[config.mk]
export PLATFORM = sky130hd
export DESIGN_NAME = id_hazard_ctrl
export DESIGN_NICKNAME = d
export VERILOG_FILES = /design/src/rtl/id_hazard_ctrl.sv
export SDC_FILE = /design/constraint.sdc
export NUM_CORES = 1
export LEC_CHECK = 0
export CAP_MARGIN = 5
export CORE_MARGIN = 3
export CORE_UTILIZATION = 33
export CTS_BUF_LIST = sky130_fd_sc_hd__clkbuf_16
export CTS_CLUSTER_DIAMETER = 150
export DETAILED_ROUTE_END_ITERATION = 8
export GPL_TIMING_DRIVEN = 0
export PLACE_DENSITY_LB_ADDON = 0.05
export SYNTH_ARGS = -nofsm -noshare
export SYNTH_HDL_FRONTEND = slang
export SYNTH_SLANG_ARGS = --single-unit
export TNS_END_PERCENT = 5
[constraint.sdc]
create_clock -name clk -period 2.24 [get_ports clk]
set_input_delay 0.224 -clock clk [delete_from_list [all_inputs] [get_ports clk]]
set_output_delay 0.224 -clock clk [all_outputs]
set_load 0.03 [all_outputs]
[src/rtl/id_hazard_ctrl.sv]
// Decode-stage hazard controller for the 5-stage RISC-V pipeline.
// Optional performance counters are enabled by defining HAZ_PERF_CNT_EN.
module id_hazard_ctrl #(
  parameter int REG_AW = 5,
  parameter int CNT_W  = 32
) (
  input  logic              clk,
  input  logic              reset_n,
  input  logic [REG_AW-1:0] IF_ID_rs1,
  input  logic [REG_AW-1:0] IF_ID_rs2,
  input  logic              id_use_rs1,
  input  logic              id_use_rs2,
  input  logic              id_is_branch,
  input  logic              id_is_jump,
  input  logic              br_eq,
  input  logic [REG_AW-1:0] ID_EX_rd,
  input  logic              ID_EX_reg_write,
  input  logic              ID_EX_mem_read,
  input  logic [REG_AW-1:0] EX_MEM_rd,
  input  logic              EX_MEM_reg_write,
  input  logic [REG_AW-1:0] MEM_WB_rd,
  input  logic              MEM_WB_reg_write,
  output logic [1:0]        forward_data_reg1,
  output logic [1:0]        forward_data_reg2,
  output logic              ctrl_sel,
  output logic              pc_write,
  output logic              if_id_write,
  output logic              pc_sel,
  output logic              if_id_flush,
  output logic              stall
`ifdef HAZ_PERF_CNT_EN
  ,
  output logic [CNT_W-1:0]  perf_stall_cnt,
  output logic [CNT_W-1:0]  perf_flush_cnt,
  output logic [CNT_W-1:0]  perf_instr_cnt
`endif
);

  typedef enum logic [1:0] {
    RUN   = 2'd0,
    STALL = 2'd1,
    FLUSH = 2'd2
  } state_t;

  state_t state_r;
  state_t state_next_s;
  logic   stall_r;

  logic m_ex1_s, m_mem1_s, m_wb1_s;
  logic m_ex2_s, m_mem2_s, m_wb2_s;
  logic [1:0] fwd1_s, fwd2_s;
  logic ld_haz_s, wb_haz_s, haz_s, taken_s;

  // x0 is hard-wired, so it never matches a producer.
  function automatic logic src_match(
    input logic              use_src,
    input logic [REG_AW-1:0] src,
    input logic              wr,
    input logic [REG_AW-1:0] rd
  );
    return use_src && (src != {REG_AW{1'b0}}) && wr && (rd == src);
  endfunction

  // A load in EX has no result yet; fall through to the MEM producer.
  function automatic logic [1:0] fwd_sel(
    input logic m_ex,
    input logic m_mem,
    input logic ex_is_load
  );
    logic [1:0] sel;
    if (m_ex && !ex_is_load) begin
      sel = 2'b01;
    end else if (m_mem) begin
      sel = 2'b10;
    end else begin
      sel = 2'b00;
    end
    return sel;
  endfunction

  function automatic logic [CNT_W-1:0] sat_inc(input logic [CNT_W-1:0] v);
    logic [CNT_W-1:0] r;
    if (v == {CNT_W{1'b1}}) begin
      r = v;
    end else begin
      r = v + {{(CNT_W-1){1'b0}}, 1'b1};
    end
    return r;
  endfunction

  assign m_ex1_s  = src_match(id_use_rs1, IF_ID_rs1, ID_EX_reg_write,  ID_EX_rd);
  assign m_mem1_s = src_match(id_use_rs1, IF_ID_rs1, EX_MEM_reg_write, EX_MEM_rd);
  assign m_wb1_s  = src_match(id_use_rs1, IF_ID_rs1, MEM_WB_reg_write, MEM_WB_rd);
  assign m_ex2_s  = src_match(id_use_rs2, IF_ID_rs2, ID_EX_reg_write,  ID_EX_rd);
  assign m_mem2_s = src_match(id_use_rs2, IF_ID_rs2, EX_MEM_reg_write, EX_MEM_rd);
  assign m_wb2_s  = src_match(id_use_rs2, IF_ID_rs2, MEM_WB_reg_write, MEM_WB_rd);

  assign fwd1_s = fwd_sel(m_ex1_s, m_mem1_s, ID_EX_mem_read);
  assign fwd2_s = fwd_sel(m_ex2_s, m_mem2_s, ID_EX_mem_read);

  // Hazard detection; a WB-only match stalls because the regfile read is stale.
  always_comb begin
    ld_haz_s = ID_EX_mem_read && (m_ex1_s || m_ex2_s);
    wb_haz_s = (m_wb1_s && !m_ex1_s && !m_mem1_s) ||
               (m_wb2_s && !m_ex2_s && !m_mem2_s);
    haz_s    = ld_haz_s || wb_haz_s;
    taken_s  = !haz_s && (id_is_jump || (id_is_branch && br_eq));
  end

  // Output decode and next-state selection.
  always_comb begin
    forward_data_reg1 = 2'b00;
    forward_data_reg2 = 2'b00;
    ctrl_sel          = 1'b0;
    pc_write          = 1'b0;
    if_id_write       = 1'b0;
    pc_sel            = 1'b0;
    if_id_flush       = 1'b0;
    state_next_s      = RUN;
    if (!reset_n) begin
      state_next_s = RUN;
    end else begin
      case (state_r)
        RUN, STALL: begin
          forward_data_reg1 = fwd1_s;
          forward_data_reg2 = fwd2_s;
          if (haz_s) begin
            state_next_s = STALL;
          end else if (taken_s) begin
            ctrl_sel     = 1'b1;
            pc_write     = 1'b1;
            if_id_write  = 1'b1;
            pc_sel       = 1'b1;
            if_id_flush  = 1'b1;
            state_next_s = FLUSH;
          end else begin
            ctrl_sel     = 1'b1;
            pc_write     = 1'b1;
            if_id_write  = 1'b1;
            state_next_s = RUN;
          end
        end
        FLUSH: begin
          // Wrong-path instruction in ID becomes a bubble.
          pc_write     = 1'b1;
          if_id_write  = 1'b1;
          state_next_s = RUN;
        end
        default: begin
          state_next_s = RUN;
        end
      endcase
    end
  end

  // FSM state and registered stall flag.
  always_ff @(posedge clk) begin
    if (!reset_n) begin
      state_r <= RUN;
      stall_r <= 1'b0;
    end else begin
      state_r <= state_next_s;
      stall_r <= (state_next_s == STALL);
    end
  end

  assign stall = stall_r;

`ifdef HAZ_PERF_CNT_EN
  logic [CNT_W-1:0] stall_cnt_r, flush_cnt_r, instr_cnt_r;

  // Saturating performance counters.
  always_ff @(posedge clk) begin
    if (!reset_n) begin
      stall_cnt_r <= {CNT_W{1'b0}};
      flush_cnt_r <= {CNT_W{1'b0}};
      instr_cnt_r <= {CNT_W{1'b0}};
    end else begin
      if (state_r == STALL) begin
        stall_cnt_r <= sat_inc(stall_cnt_r);
      end else begin
        stall_cnt_r <= stall_cnt_r;
      end
      if (state_r == FLUSH) begin
        flush_cnt_r <= sat_inc(flush_cnt_r);
      end else begin
        flush_cnt_r <= flush_cnt_r;
      end
      if ((state_r == RUN) && ctrl_sel) begin
        instr_cnt_r <= sat_inc(instr_cnt_r);
      end else begin
        instr_cnt_r <= instr_cnt_r;
      end
    end
  end

  assign perf_stall_cnt = stall_cnt_r;
  assign perf_flush_cnt = flush_cnt_r;
  assign perf_instr_cnt = instr_cnt_r;
`endif

endmodule

==> results of run 1 <==
-- final cells by class --
class                      count  area, µm²
timing repair buffer          54        473
tap                           24       30.0
clock inverter                 1       3.75
buffer                         3       18.8
fill                         131        383
multi-input combinational     68        582
sequential                     3       60.1
clock buffer                   3       75.1
inverter                       1       3.75
-- cells in the mapped netlist (all sizes together) --
| master | instances | share of area (%) |
|---|---|---|
| or3 | 2 | 2.8 |
| nand3 | 6 | 6.5 |
| o21ai | 3 | 3.7 |
| nor3 | 4 | 3.3 |
| a21oi | 1 | 0.81 |
| xnor2 | 14 | 20 |
| inv | 1 | 0.61 |
| xor2 | 16 | 23 |
| or4 | 2 | 2.4 |
| nand3b | 1 | 1.2 |
| nand2b | 1 | 1.0 |
| buf | 3 | 3.0 |
| dfxtp | 3 | 9.8 |
| nor4 | 8 | 9.1 |
| nand2 | 2 | 1.2 |
| nor2 | 3 | 1.8 |
| nand4 | 3 | 5.5 |
| nor2b | 2 | 4.5 |
-- worst register-to-register path, cell delays in order, from the launching register on --
cell and delay [ns]:
dfxtp_1 0.34, nand2b_1 0.11, buf_1 0.52, nor3_1 0.17
-- routing by layer --
metal | share of wire, % | up-vias | track usage (%)
met5 | 0 | - | 0
li1 | - | 381 | -
met2 | 53 | 36 | 32.4
met3 | 7.0 | 0 | 5.50
met4 | 0 | 0 | 4.27
met1 | 40 | 358 | 18.6
-- metrics by stage --
stage / hold slack [ns] / TNS [ns] / total power [W] / instances / instance area [µm²]
after floorplan: 0.445 / 0 / 0.000148 / 75 / 621
after global placement: 0.867 / -5.34 / 0.000256 / 144 / 1100
after detailed placement: 0.902 / -5.50 / 0.000260 / 144 / 1100
after CTS: 0.747 / -0.401 / 0.000546 / 152 / 1190
after global routing: 0.829 / -0.101 / 0.000577 / 157 / 1250
final: 0.790 / 0 / 0.000557 / 157 / 1250
-- worst paths after layout --
check / start / end / slack, ns
setup reg to reg: state_r[1]$_SDFF_PN0_ / state_r[1]$_SDFF_PN0_ / 0.94
setup / recovery: ID_EX_rd[1] / ctrl_sel / 0.06
hold / removal: EX_MEM_rd[1] / state_r[1]$_SDFF_PN0_ / 0.79
hold reg to reg: state_r[1]$_SDFF_PN0_ / state_r[0]$_SDFF_PN0_ / 0.96
-- state kept, by name, indices dropped and copies added, names as in the netlist --
| name | flops |
|---|---|
| stall | 1 |
| state_r | 2 |
-- logic make-up (layout without fill, tap and decap cells) --
logic type	after synthesis	after routing	share of synthesized area (%)
flops	3	3	9.76
simple gates	34	34	39.4
xor+xnor	30	30	42.7
compound gates	4	4	4.47
buf+inv	4	62	3.66
-- where the power goes --
group	internal [W]	leakage (nW)	total [W]	switching, W
registers	0.0000557	0.0244	0.0000569	0.00000119
clock network	0.000231	0.0423	0.000293	0.0000611
logic	0.000106	0.468	0.000207	0.000102
total	0.000393	0.535	0.000557	0.000164
-- timing repair --
| action | 4_1_cts | 5_1_grt |
|---|---|---|
| gates resized for setup | 45 | 36 |
| hold endpoints to repair | 0 | 0 |
| gates cloned | 0 | 0 |
| endpoints found under the setup margin | 9 | 8 |
| pin swaps | 7 | 14 |
| buffers inserted | 4 | 5 |
==> reports/results.txt, run 1 <==
Outcome: completed
Post-DRT Antenna Nets: 0
Crit path DAT: 1.95 ns
Stages on worst setup path: 8
Fmax: 0.460 GHz
Clk sinks: 3
Placer Congestion: 0.858
WL final: 2.37 mm
Global-route wire length before repair: 3.21 mm
Clk_skew: 0.00360 ns
Setup Viol. Count Final: 0
Tightest Pin Transition: 0.681 ns
Vias/cell: 4.94
Max_cap viols: 0
Top delay family on crit path: simple AND/OR/NAND/NOR gates
Core Region: 1630 µm²
Crit Path Max Fanout: 5
Hold path depth: 7
Wirelength per Cell: 15.1 µm
H-tree Lvls: 1
Synthesized instance count: 75
CTS buffer count: 3
DRC viols: 0
Place WS: -0.861 ns
Max incr delay on CP: 0.36 ns
FP Rows: 14
Starting Density: 37.8%
Root buffer cell: clkbuf_16
Max Slew Vio Count: 0
Syn Area/Cell: 8.21 µm²
Power Dens Cells: 447 nW/µm²
# IOs: 46
Worst-path cell chain: dlygate4sd2_1 > xor2_1 > nor4_2 > nand3_2 > or3_4 > nand4_4 > nor2_1 > clkdlybuf4s15_2
P_leak: 0.535 nW
Worst Setup End Kind: primary output
Buffers & Inverters on Critical Path: 2
Commonest non-fill, non-tap cells in the layout: 17 x clkdlybuf4s50_1, 16 x xor2_1, 14 x xnor2_1
Hold Path Class: input pin to flop
Gr ovfl total: 0
Worst setup margin: 0.0649 ns
Worst Reg-to-Reg Cells: 3
Clock transition at path regs: 0.04 ns
Master of the slowest instance on the critical path: or3_4
Syn_nets: 111
Final net count: 170
Critical Path RT: 2.02 ns
Yosys warning total: 0
Normalized max-slew margin: 54.6%
Via count: 775
Post-synthesis register bit count: 3
Initial antenna violation count: 0
Die height: 49.2 µm
CTS tree: done
Synth cell types: 24
Crit Path Class: input pin to primary output
Pre-antenna DRT Iters: 4
DP Wirelength: 1.75 mm
Startpoint type of the worst setup path: input pin
Final worst-path cycle share: 97.1%
Layout area overhead: 102%
Max Buffers Root-to-Sink: 2
Fin. Hold Viols: 0
Largest net degree at the start of global routing: 11
Clock latency at the later pin of the worst-skew pair: 0.23 ns
GRT Total Usage: 17.4%
Commonest non-fill, non-tap cell in the layout: clkdlybuf4s50_1
IO buf count: 45
Post-CTS Hold Buffers: 0
DRT iter0 DRCs: 19
Final Critical Period: 2.18 ns
RSZ-0062 raised after global routing: yes
Number of diodes: 0
Share of layout cells above drive strength 1: 33.1%
Chip Width: 49.2 µm
Die ar.: 2420 µm²
Fin util: 76.5%
Seq/Total Area, Yosys: 9.76%
Peak supply drop: 0.459 mV
Cell Area, Synth: 616 µm²
Vias in the first global route: 720
Power figures use the tool's default switching activity.
==> run 2, diff against run 1 <==
HOLD_SLACK_MARGIN = 0.02   (was default)
clock period = 2.45 ns   (was 2.24 ns; I/O delays follow)
==> run 2 against run 1 <==
Sequential cell count did not move. Global-route usage rose by 0.25 points. Combinational power fell by 12%. Routed wire length fell by 7.5%. First-iteration DRC count fell by 74%. Non-clock buffer count fell by 1. Total power fell by 11%. Clock power fell by 9.6%. Sequential power fell by 8.8%. Critical endpoint is now pc_write. Largest power group unchanged.
==> reports/results.txt, run 2 (same netlist as run 1, synthesis figures left out) <==
Outcome: completed
DRT iter0 DRCs: 5 (-14)
Vias/cell: 4.79 (-3.0%)
Power Dens Cells: 406 nW/µm² (-9.0%)
Clock network power share: 53.1% (+0.6 points)
Critical Path Sink: pc_write
Root buffer cell: clkbuf_16
# IOs: 46 (unchanged)
Worst Setup End Kind: primary output
Largest reg by FF count: state_r
Worst-path cell chain: dlygate4sd2_1 > xor2_1 > nor4_2 > nand3_2 > or3_4 > nand4_4 > o21ai_1 > buf_4 > buf_4
Wirelength per Cell: 14.1 µm (-7.0%)
Setup Viol. Count Final: 0 (unchanged)
Core Region: 1630 µm² (unchanged)
Crit path launch: IF_ID_rs1[0]
Clk sinks: 3 (unchanged)
Hold Path Class: input pin to flop
Layout area overhead: 99.2%
FP Rows: 14 (unchanged)
Worst Reg-to-Reg Cells: 3 (unchanged)
Vias in the first global route: 720 (unchanged)
Placer Congestion: 0.858 (unchanged)
Commonest non-fill, non-tap cells in the layout: 22 x clkdlybuf4s50_1, 16 x xor2_1, 14 x xnor2_1
Global-route wire length before repair: 3.26 mm (+1.5%)
Die height: 49.2 µm (unchanged)
Number of diodes: 0 (unchanged)
Crit path DAT: 2.10 ns (+0.15 ns)
Gr ovfl total: 0 (unchanged)
Largest net degree at the start of global routing: 11 (unchanged)
Pre-antenna DRT Iters: 4 (unchanged)
Top cell by count, worst path: buf_4
Startpoint type of the worst setup path: input pin
Int Pwr: 0.000358 W (-9.0%)
Clock latency at the later pin of the worst-skew pair: 0.23 ns (about the same)
H-tree Lvls: 1 (unchanged)
Peak supply drop: 0.420 mV (-8.5%)
DP Wirelength: 1.75 mm (unchanged)
Crit Reg-Reg Startpoint: state_r[1]$_SDFF_PN0_
FF-to-FF End: state_r[1]$_SDFF_PN0_
Clk_skew: 0.00344 ns (-0.000157 ns)
Fmax: 0.427 GHz
Normalized max-slew margin: 60.4% (+5.8 points)
Post-DRT Antenna Nets: 0 (unchanged)
Max_cap viols: 0 (unchanged)
Crit Path Class: input pin to primary output
Max Slew Vio Count: 0 (unchanged)
Max FFs per register: 2 (unchanged)
Sequential share of power: 10.4% (+0.2 points)
Reg-to-reg slack, setup: 1.25 ns (+0.31 ns)
DRC viols: 0 (unchanged)
Fin util: 75.3% (-1.2 points)
Chip Width: 49.2 µm (unchanged)
NetSw: 0.000141 W (-14%)
Sw Share: 28.2% (-1.2 points)
Fin. Hold Viols: 0 (unchanged)
Max Buffers Root-to-Sink: 2 (unchanged)
WL final: 2.19 mm (-7.5%)
P_leak: 0.524 nW (-1.9%)
Max incr delay on CP: 0.36 ns (about the same)
Tightest Pin Transition: 0.595 ns (-0.0866 ns)
Final worst-path cycle share: 95.6%
Hold_ws: 0.761 ns (-0.0290 ns)
CTS tree: done
IO buf count: 45 (unchanged)
GRT Total Usage: 17.6% (+0.25 points)
Starting Density: 37.8% (unchanged)
Via count: 747 (-3.6%)
Crit Path Max Fanout: 5 (unchanged)
CTS buffer count: 3 (unchanged)
Comb pwr share: 36.5% (-0.8 points)
Filler cell count: 142 (+8.4%)
Master of the slowest instance on the critical path: or3_4
Share of layout cells above drive strength 1: 24.2% (-8.8 points)
Final Critical Period: 2.34 ns
Clock transition at path regs: 0.04 ns (about the same)
Initial antenna violation count: 0 (unchanged)
Commonest non-fill, non-tap cell in the layout: clkdlybuf4s50_1
Critical Path RT: 2.20 ns (+0.18 ns)
Die ar.: 2420 µm² (unchanged)
Final net count: 169 (-0.59%)
-- run 2: per-layer routing --
layer / global-route usage (%) / wire length (µm) / vias to the layer above
met2: 32.4 / 1150 / 35
met5: 0 / 0 / -
met3: 5.50 / 155 / 0
met1: 19.3 / 883 / 333
met4: 4.27 / 0 / 0
li1: - / - / 379
-- run 2: worst min path at each step --
stage	from	depth (start not counted)	slack (ns)	to
global placement	state_r[1]$_SDFF_PN0_	3	0.87	state_r[0]$_SDFF_PN0_
finish	id_is_jump	3	0.76	state_r[1]$_SDFF_PN0_
detailed placement	state_r[1]$_SDFF_PN0_	3	0.90	stall$_SDFF_PN0_
floorplan	id_is_jump	2	0.47	state_r[1]$_SDFF_PN0_
CTS	id_is_jump	3	0.77	state_r[1]$_SDFF_PN0_
global route	id_is_jump	3	0.78	state_r[1]$_SDFF_PN0_
-- run 2: power groups by stage --
stage | Combinational (W) | Sequential (W) | Clock [W]
floorplan | 0.0000832 | 0.0000525 | 0
global placement | 0.000182 | 0.0000521 | 0
detailed placement | 0.000185 | 0.0000526 | 0
CTS | 0.000182 | 0.0000518 | 0.000267
global route | 0.000194 | 0.0000521 | 0.000275
finish | 0.000182 | 0.0000519 | 0.000265
-- run 2: timing repair --
| item | CTS | global route |
|---|---|---|
| pin swaps | 5 | 7 |
| buffers inserted | 3 | 5 |
| hold buffers | 0 | 0 |
| cloned | 0 | 0 |
| resized for setup | 31 | 14 |
| endpoints found under the setup margin | 9 | 7 |
-- run 2: critical path, delay by kind of cell --
kind,cells,cell delay (ns)
simple gates,4,0.95
compound gates,1,0.08
buf+inv,3,0.63
xor+xnor,1,0.20
-- run 2: final cells by class --
class	instances	area (µm²)	share of cell area, %
Buffer	3	18.8	1.53
Clock buffer	3	75.1	6.12
Clock inverter	1	3.75	0.306
Inverter	1	3.75	0.306
Multi-Input combinational cell	68	549	44.8
Sequential cell	3	60.1	4.90
Tap cell	24	30.0	2.45
Timing Repair Buffer	53	485	39.6
-- run 2: through the flow --
step	power, W	setup WS, ns	setup TNS [ns]	std cells	cell area (µm²)
finish	0.000498	0.108	0	156	1230
global route	0.000521	-0.00724	-0.00724	156	1230
CTS	0.000501	-0.104	-0.411	151	1190
detailed placement	0.000238	-0.693	-3.98	144	1100
global placement	0.000234	-0.671	-3.83	144	1100
floorplan	0.000136	0.168	0	75	621
==> run 3, diff against run 2 <==
GPL_ROUTABILITY_DRIVEN = 0   (was default)
==> results of run 3 <==
The final DEF is identical to that of run 2; final timing and power are the same.
